==> src/rtl/arm_hazard_scoreboard.sv <==
`default_nettype none
// ============================================================================
// Module      : arm_hazard_scoreboard
// Description : Hazard unit for the ARM pipeline. Records the destination of
//               every instruction in flight between the end of ID and
//               writeback, then drives the ID-stage stall and (in forwarding
//               mode) per-operand EXE forwarding selects. Also counts stall
//               cycles in a saturating counter.
// Revision    : 1.0 - initial release
// ----------------------------------------------------------------------------
// Ports:
//   clk, rst          clock / synchronous active-high reset
//   id_valid          ID holds a real instruction
//   id_src1, id_src2  source registers (src2 only read when id_two_src)
//   id_wb_en          ID instruction writes a register
//   id_mem_r_en       ID instruction is a load
//   id_dest           ID destination register
//   flush             squash the instruction currently in ID
//   hazard_stall      hold PC/IF/ID and insert a bubble
//   fwd_sel1/2        0 = register file, k = stage k (1 = EXE, youngest)
//   stall_count       saturating count of stall cycles
// ============================================================================
module arm_hazard_scoreboard #(
  parameter int STAGES = 3,
  parameter int REG_AW = 4,
  parameter int FWD_EN = 1,
  parameter int CNT_W  = 16,
  parameter int SEL_W  = $clog2(STAGES + 1)
) (
  input  logic              clk,
  input  logic              rst,
  input  logic              id_valid,
  input  logic [REG_AW-1:0] id_src1,
  input  logic [REG_AW-1:0] id_src2,
  input  logic              id_two_src,
  input  logic              id_wb_en,
  input  logic              id_mem_r_en,
  input  logic [REG_AW-1:0] id_dest,
  input  logic              flush,
  output logic              hazard_stall,
  output logic [SEL_W-1:0]  fwd_sel1,
  output logic [SEL_W-1:0]  fwd_sel2,
  output logic [CNT_W-1:0]  stall_count
);

  // Entry k = stage k after ID (1 = EXE ... STAGES = WB)
  logic [STAGES:1]   valid_q, valid_d;
  logic [STAGES:1]   wb_q, wb_d;
  logic [STAGES:1]   mr_q, mr_d;
  logic [REG_AW-1:0] dest_q [1:STAGES];
  logic [REG_AW-1:0] dest_d [1:STAGES];
  logic [CNT_W-1:0]  cnt_q, cnt_d;

  logic [STAGES:1]   w_match1, w_match2;
  logic              w_stall;

  // Per-stage RAW match for each checked operand
  always_comb begin
    w_match1 = '0;
    w_match2 = '0;
    for (int k = 1; k <= STAGES; k++) begin
      w_match1[k] = id_valid & valid_q[k] & wb_q[k] & (dest_q[k] == id_src1);
      w_match2[k] = id_valid & id_two_src & valid_q[k] & wb_q[k] &
                    (dest_q[k] == id_src2);
    end
  end

  generate
    if (FWD_EN != 0) begin : g_fwd
      // Only a load still in EXE cannot be forwarded in time.
      always_comb begin
        w_stall  = mr_q[1] & (w_match1[1] | w_match2[1]);
        fwd_sel1 = '0;
        fwd_sel2 = '0;
        // Scan oldest to youngest so the youngest producer wins.
        for (int k = STAGES; k >= 1; k--) begin
          if (w_match1[k]) fwd_sel1 = SEL_W'(k);
          if (w_match2[k]) fwd_sel2 = SEL_W'(k);
        end
        if (w_stall) begin
          fwd_sel1 = '0;
          fwd_sel2 = '0;
        end
      end
    end else begin : g_nofwd
      assign w_stall  = (|w_match1) | (|w_match2);
      assign fwd_sel1 = '0;
      assign fwd_sel2 = '0;
    end
  endgenerate

  assign hazard_stall = w_stall;
  assign stall_count  = cnt_q;

  // Entries always advance; EXE takes the ID instruction or a bubble.
  always_comb begin
    valid_d[1] = id_valid & ~w_stall & ~flush;
    wb_d[1]    = id_wb_en;
    mr_d[1]    = id_mem_r_en;
    dest_d[1]  = id_dest;
    for (int k = 2; k <= STAGES; k++) begin
      valid_d[k] = valid_q[k-1];
      wb_d[k]    = wb_q[k-1];
      mr_d[k]    = mr_q[k-1];
      dest_d[k]  = dest_q[k-1];
    end
  end

  // A flushed cycle's stall never takes effect, so it is not counted.
  always_comb begin
    cnt_d = cnt_q;
    if (w_stall && !flush && !(&cnt_q)) cnt_d = cnt_q + 1'b1;
  end

  always_ff @(posedge clk) begin
    if (rst) begin
      valid_q <= '0;
      wb_q    <= '0;
      mr_q    <= '0;
      cnt_q   <= '0;
      for (int k = 1; k <= STAGES; k++) dest_q[k] <= '0;
    end else begin
      valid_q <= valid_d;
      wb_q    <= wb_d;
      mr_q    <= mr_d;
      cnt_q   <= cnt_d;
      for (int k = 1; k <= STAGES; k++) dest_q[k] <= dest_d[k];
    end
  end

endmodule
`default_nettype wire

==> config.mk <==
export PLATFORM = sky130hd
export DESIGN_NAME = arm_hazard_scoreboard
export DESIGN_NICKNAME = d
export VERILOG_FILES = /design/src/rtl/arm_hazard_scoreboard.sv
export SDC_FILE = /design/constraint.sdc
export NUM_CORES = 1
export LEC_CHECK = 0
export BUFFER_PORTS_ARGS = -buffer_cell sky130_fd_sc_hd__buf_2
export CAP_MARGIN = 10
export CORE_MARGIN = 1.5
export CORE_UTILIZATION = 53
export DETAILED_ROUTE_END_ITERATION = 6
export PLACE_DENSITY = 0.79
export REMOVE_ABC_BUFFERS = 1
export SYNTH_ARGS = -nofsm -noshare
export SYNTH_HDL_FRONTEND = slang
export SYNTH_SLANG_ARGS = --single-unit
==> constraint.sdc <==
create_clock -name clk -period 2.13 [get_ports clk]
set_input_delay 0.1065 -clock clk [delete_from_list [all_inputs] [get_ports clk]]
set_output_delay 0.1065 -clock clk [all_outputs]
set_load 0.05 [all_outputs]
Word level (Yosys, flattened, before mapping)
Memory sizes are Yosys's and may differ from the RTL's.
Cells that the tools add are included.
{"block": "totals", "in_bits": 19, "ramBits": 12, "out_inout_bits": 21, "wordCells": 59, "mem_count": 1, "ff_bits": 23}
{"name": "dest_q", "depth": 3, "word_bits": 4, "read_ports": 3, "rd_ports_with_merged_regs": 0, "wr": 3, "line_no": "50", "text": "logic [REG_AW-1:0] dest_q [1:STAGES];"}
{"block": "classes", "reduce_logical": 5, "n_bitwise": 28, "n_eq_ne": 6, "muxes": 14, "add_sub_neg": 1}
{"operator": "$eq 4x4->1", "n": 6}
{"operator": "$and 1x1->1", "n": 22}
{"operator": "$add 16x1->16 const B", "n": 1}
{"operator": "$mux 2", "n": 8}
{"operator": "$reduce_and 16->1", "n": 1}
{"operator": "$mux 4", "n": 3}
{"operator": "$or 1x1->1", "n": 4}
{"operator": "$mux 1", "n": 3}
{"operator": "$logic_and 1x1->1", "n": 2}
{"operator": "$logic_not 1->1", "n": 2}
{"operator": "$not 1->1", "n": 2}

Logic depth before layout (Yosys ltp)
{"block": "depth", "depth_word": 9, "mapped_depth": 8, "depth_no_buf": 6}

Least setup slack after synthesis
OpenSTA, ideal clock, no wires.
{"block": "synth_path", "path_kind": "register -> output", "start": "register, netlist name dest_q[0][5]", "end": "output port fwd_sel1[1]", "t_required_ps": 2024, "path_buffers": 1, "path_stages_with_launch": 7, "setup_slack_ps": -542, "t_arrival_ps": 2566, "path_cell_list": "dfxtp_1 > xnor2_1 > and3_1 > a32oi_1 > buf_2 > inv_1 > a221oi_1"}
{"element": "to (decl)", "line_no": "41", "text": "output logic [SEL_W-1:0] fwd_sel1,"}

Final worst setup path
{"block": "layout_path", "start": "register valid_q[1] (netlist bit)", "end": "register cnt_q[11], in the netlist stall_count[11]"}
{"block": "layout_via", "elab_chain_len": 7, "word_cells_on_any_way": 10, "classes_between": "8 x bitwise; 2 x reduce/logical"}
{"element": "from (decl)", "line_no": "47", "text": "logic [STAGES:1] valid_q, valid_d;"}
{"element": "from (signal assigned)", "line_no": "123", "text": "valid_q <= valid_d;"}
{"element": "$and 1x1->1 (on tied branches) (3 in a row)", "line_no": "62, 63"}
{"element": "$or 1x1->1 *", "line_no": "72", "text": "w_stall = mr_q[1] & (w_match1[1] | w_match2[1]);"}
{"element": "$and 1x1->1 *", "line_no": "72"}
{"element": "$logic_and 1x1->1 * (2 in a row)", "line_no": "112", "text": "if (w_stall && !flush && !(&cnt_q)) cnt_d = cnt_q + 1'b1;"}
{"element": "to (signal assigned)", "line_no": "126", "text": "cnt_q <= cnt_d;"}
{"element": "to (decl)", "line_no": "52", "text": "logic [CNT_W-1:0] cnt_q, cnt_d;"}
Mark *: on every way between the ends. The rest lies on a longest branch, timed or not.
A chain may end at the register's enable or synchronous reset.

==> summary.md <==
| Metric | Value |
|---|---|
| Status | `complete, but fails checks` |
| Failing checks | `negative setup slack` |
| Cell variety after synth | `36` |
| Worst R2R Path Depth | `7` |
| Gr usage total | `0.236` |
| Largest net degree at the start of global routing | `27` |
| Minimum clock period | `2160 ps` |
| CTS Buffer Depth | `2` |
| Global-route wire length before repair | `6220 µm` |
| Avg Synthesized Cell Area | `8.98 µm²` |
| Worst skew pair latency | `350 ps` |
| Vias per inst | `5.75` |
| Seq/Total Area, Yosys | `0.406` |
| Initial antenna violation count | `0` |
| Maximum vdd drop | `0.000351 V` |
| I/O pin count | `40` |
| Worst r2r dst | `stall_count[11]` |
| Final Hold Violating Endpoints | `0` |
| Setup CP Type | `reg -> reg` |
| HPWL Detailed | `2700 µm` |
| Routed Antenna Nets | `0` |
| Startpoint types | `flip-flop` |
| Required time of the critical path | `2400 ps` |
| Clock sink count | `35` |
| N_diodes | `0` |
| # nets final | `267` |
| Initial core utilization | `0.560` |
| Vias in the first global route | `1323` |
| Share of layout cells above drive strength 1 | `0.335` |
| Finished Core Util | `0.767` |
| Worst-Margin Slew | `463 ps` |
| Wirelength, routed | `4860 µm` |
| Pleak | `0.000932 µW` |
| Area share of the largest cell type after synthesis | `0.406` |
| Synth area leader | `dfxtp_1` |
| Core Footprint | `3080 µm²` |
| Clk slew on worst S/H paths | `120 ps` |
| Fin crit share | `1.01` |
| Die area | `3600 µm²` |
| WHS Endpoint | `dest_q[0][5]` |
| Final setup margin | `-26.1 ps` |
| Final Skew | `15.3 ps` |
| Length of the first detailed-routing pass in iterations | `4` |
| HP Class | `in -> reg` |
| WHS Path Cells | `2` |
| IO Port Bufs | `39` |
| Dominant cell by count in the synthesized netlist | `dfxtp_1` |
| RR Startpoint | `valid_q[1]` |
| Synth-to-Final Area Change | `36.9%` |
| Worst Path Arrival | `2420 ps` |
| Post-synth EDFFs | `0` |
| Die Span Y | `60.0 µm` |
| WL/cell | `16.6 µm` |
| Die width | `60.0 µm` |
| Residual DRC | `0` |
| # rows | `20` |
| Critical path fanouts, max | `8` |
| Unrepaired setup endpoints after global routing | `true` |
| CTS tree | `built` |
| Number of fill cells in the layout | `218` |
| Fmax | `464 MHz` |
| Rel. slew slack | `0.692` |
| Max-cap violation count | `0` |
| Reg2reg setup slack | `-30 ps` |
| Post-synth top cells | `dfxtp_1 (35), nor2b_1 (21), xor2_1 (19)` |
| Yosys warning total | `0` |
| CTS Buf Count | `5` |
| Root Buffer | `clkbuf_4` |
| Async SR Flop Fraction | `0` |
| Dominant synthesized flop cell | `dfxtp_1` |
| Flops & latches, synth | `35` |
| Hold Path Origin | `id_dest[1]` |
| Dominant cells by area after synthesis | `dfxtp_1 (41%), xor2_1 (9.7%), nor2b_1 (7.6%)` |
| Final setup viols | `2` |
| Routability cong. | `0.859` |
| H-tree depth | `2` |
| Final TNS setup | `-29.2 ps` |
| Via Count | `1679` |
| Pwr per Cell Area | `534 nW/µm²` |
| Total gr overflow | `0` |
| Crit end category | `flip-flop` |
| Iteration-0 DRC count of the detailed router | `81` |
| Syn Inst Count | `192` |
| Final slew viol count | `0` |
| Synth Cell Area | `1720 µm²` |
[metrics by stage]
stage	power, µW	setup slack, ps	hold WS [ps]	instances	instance area, µm²
final	1260	-26.1	33.2	292	2360
after CTS	1230	3.74	10.5	286	2180
after global routing	1300	-95.1	24.3	292	2360
after detailed placement	790	146	317	271	1980
after global placement	788	206	314	271	1980
after floorplan	739	-1690	176	183	1680
[worst max-delay path, stage by stage (launching register included)]
cell,delay (ps)
dfxtp_1,380
nand3_4,130
nor4_4,360
a32oi_2,130
buf_12,180
buf_2,160
or4_1,520
a21oi_1,230
[power breakdown]
part           total (µW)  internal, µW  switching [µW]
Clock                 442           193             249
Combinational         135          62.4            73.0
Sequential            684           667            16.5
[metal layers]
metal  vias up  track usage  wire length, µm
met5         -            0                0
met4         0        0.102              102
met3        10       0.0584              292
met2        75        0.352             2370
met1       797        0.322             2100
li1        797            -                -
[cell families (layout without fill, tap and decap cells)]
| logic type | after synthesis | count (layout) | synth area share |
|---|---|---|---|
| XOR/XNOR | 24 | 24 | 0.122 |
| adder cells (fa/ha/maj) | 1 | 1 | 0.00726 |
| multiplexers | 3 | 3 | 0.0196 |
| buffers and inverters | 13 | 69 | 0.0370 |
| AO/OA/AOI/OAI | 30 | 30 | 0.111 |
| AND/OR/NAND/NOR | 86 | 86 | 0.297 |
| flip-flops | 35 | 35 | 0.406 |
[sequential cells by signal, indices dropped and copies added, names as in the netlist]
register,cells
valid_q,3
stall_count,16
dest_q,12
wb_q,3
mr_q,1
[cells in the final DEF (no fill, tap or decap), drive strengths merged, types with 3 or more instances in the layout]
cell type / count
xor2: 19
nor2: 9
a21oi: 14
nand3: 14
and3: 3
xnor2: 5
nand4: 4
nand2: 6
nor2b: 21
mux2: 3
nor4: 6
or4: 10
dlygate4sd3: 6
inv: 3
clkbuf: 7
nor3: 4
dfxtp: 35
or3: 3
buf: 50
o31ai: 9
[worst max path at each step]
stage                 start              end  slack [ps]  cells after the start
2_1_floorplan  dest_q[0][5]      fwd_sel1[1]       -1690                      5
3_3_place_gp   dest_q[0][5]   stall_count[5]         210                      6
3_5_place_dp   dest_q[0][7]   stall_count[5]         150                      6
4_1_cts        dest_q[0][5]      fwd_sel1[1]           4                      7
5_1_grt          valid_q[1]  stall_count[11]        -100                      7
6_report         valid_q[1]  stall_count[11]         -30                      7
[layout make-up]
cell class | instances | area, µm² | share of cell area
Sequential cell | 35 | 714 | 0.303
Timing Repair Buffer | 57 | 392 | 0.166
Clock inverter | 1 | 7.51 | 0.00318
Tap cell | 44 | 55.1 | 0.0233
Inverter | 4 | 18.8 | 0.00795
Multi-Input combinational cell | 144 | 1110 | 0.470
Clock buffer | 7 | 65.1 | 0.0276
[repair_timing]
action | in CTS | in global routing
endpoints found under the setup margin | 3 | 8
pin swaps | 1 | 7
gates resized for setup | 12 | 21
cloned | 1 | 0
buffers inserted | 0 | 6
hold buffers | 6 | 0
endpoints found under the hold margin | 6 | 0
Note: power is estimated with default switching activity, not from simulation.
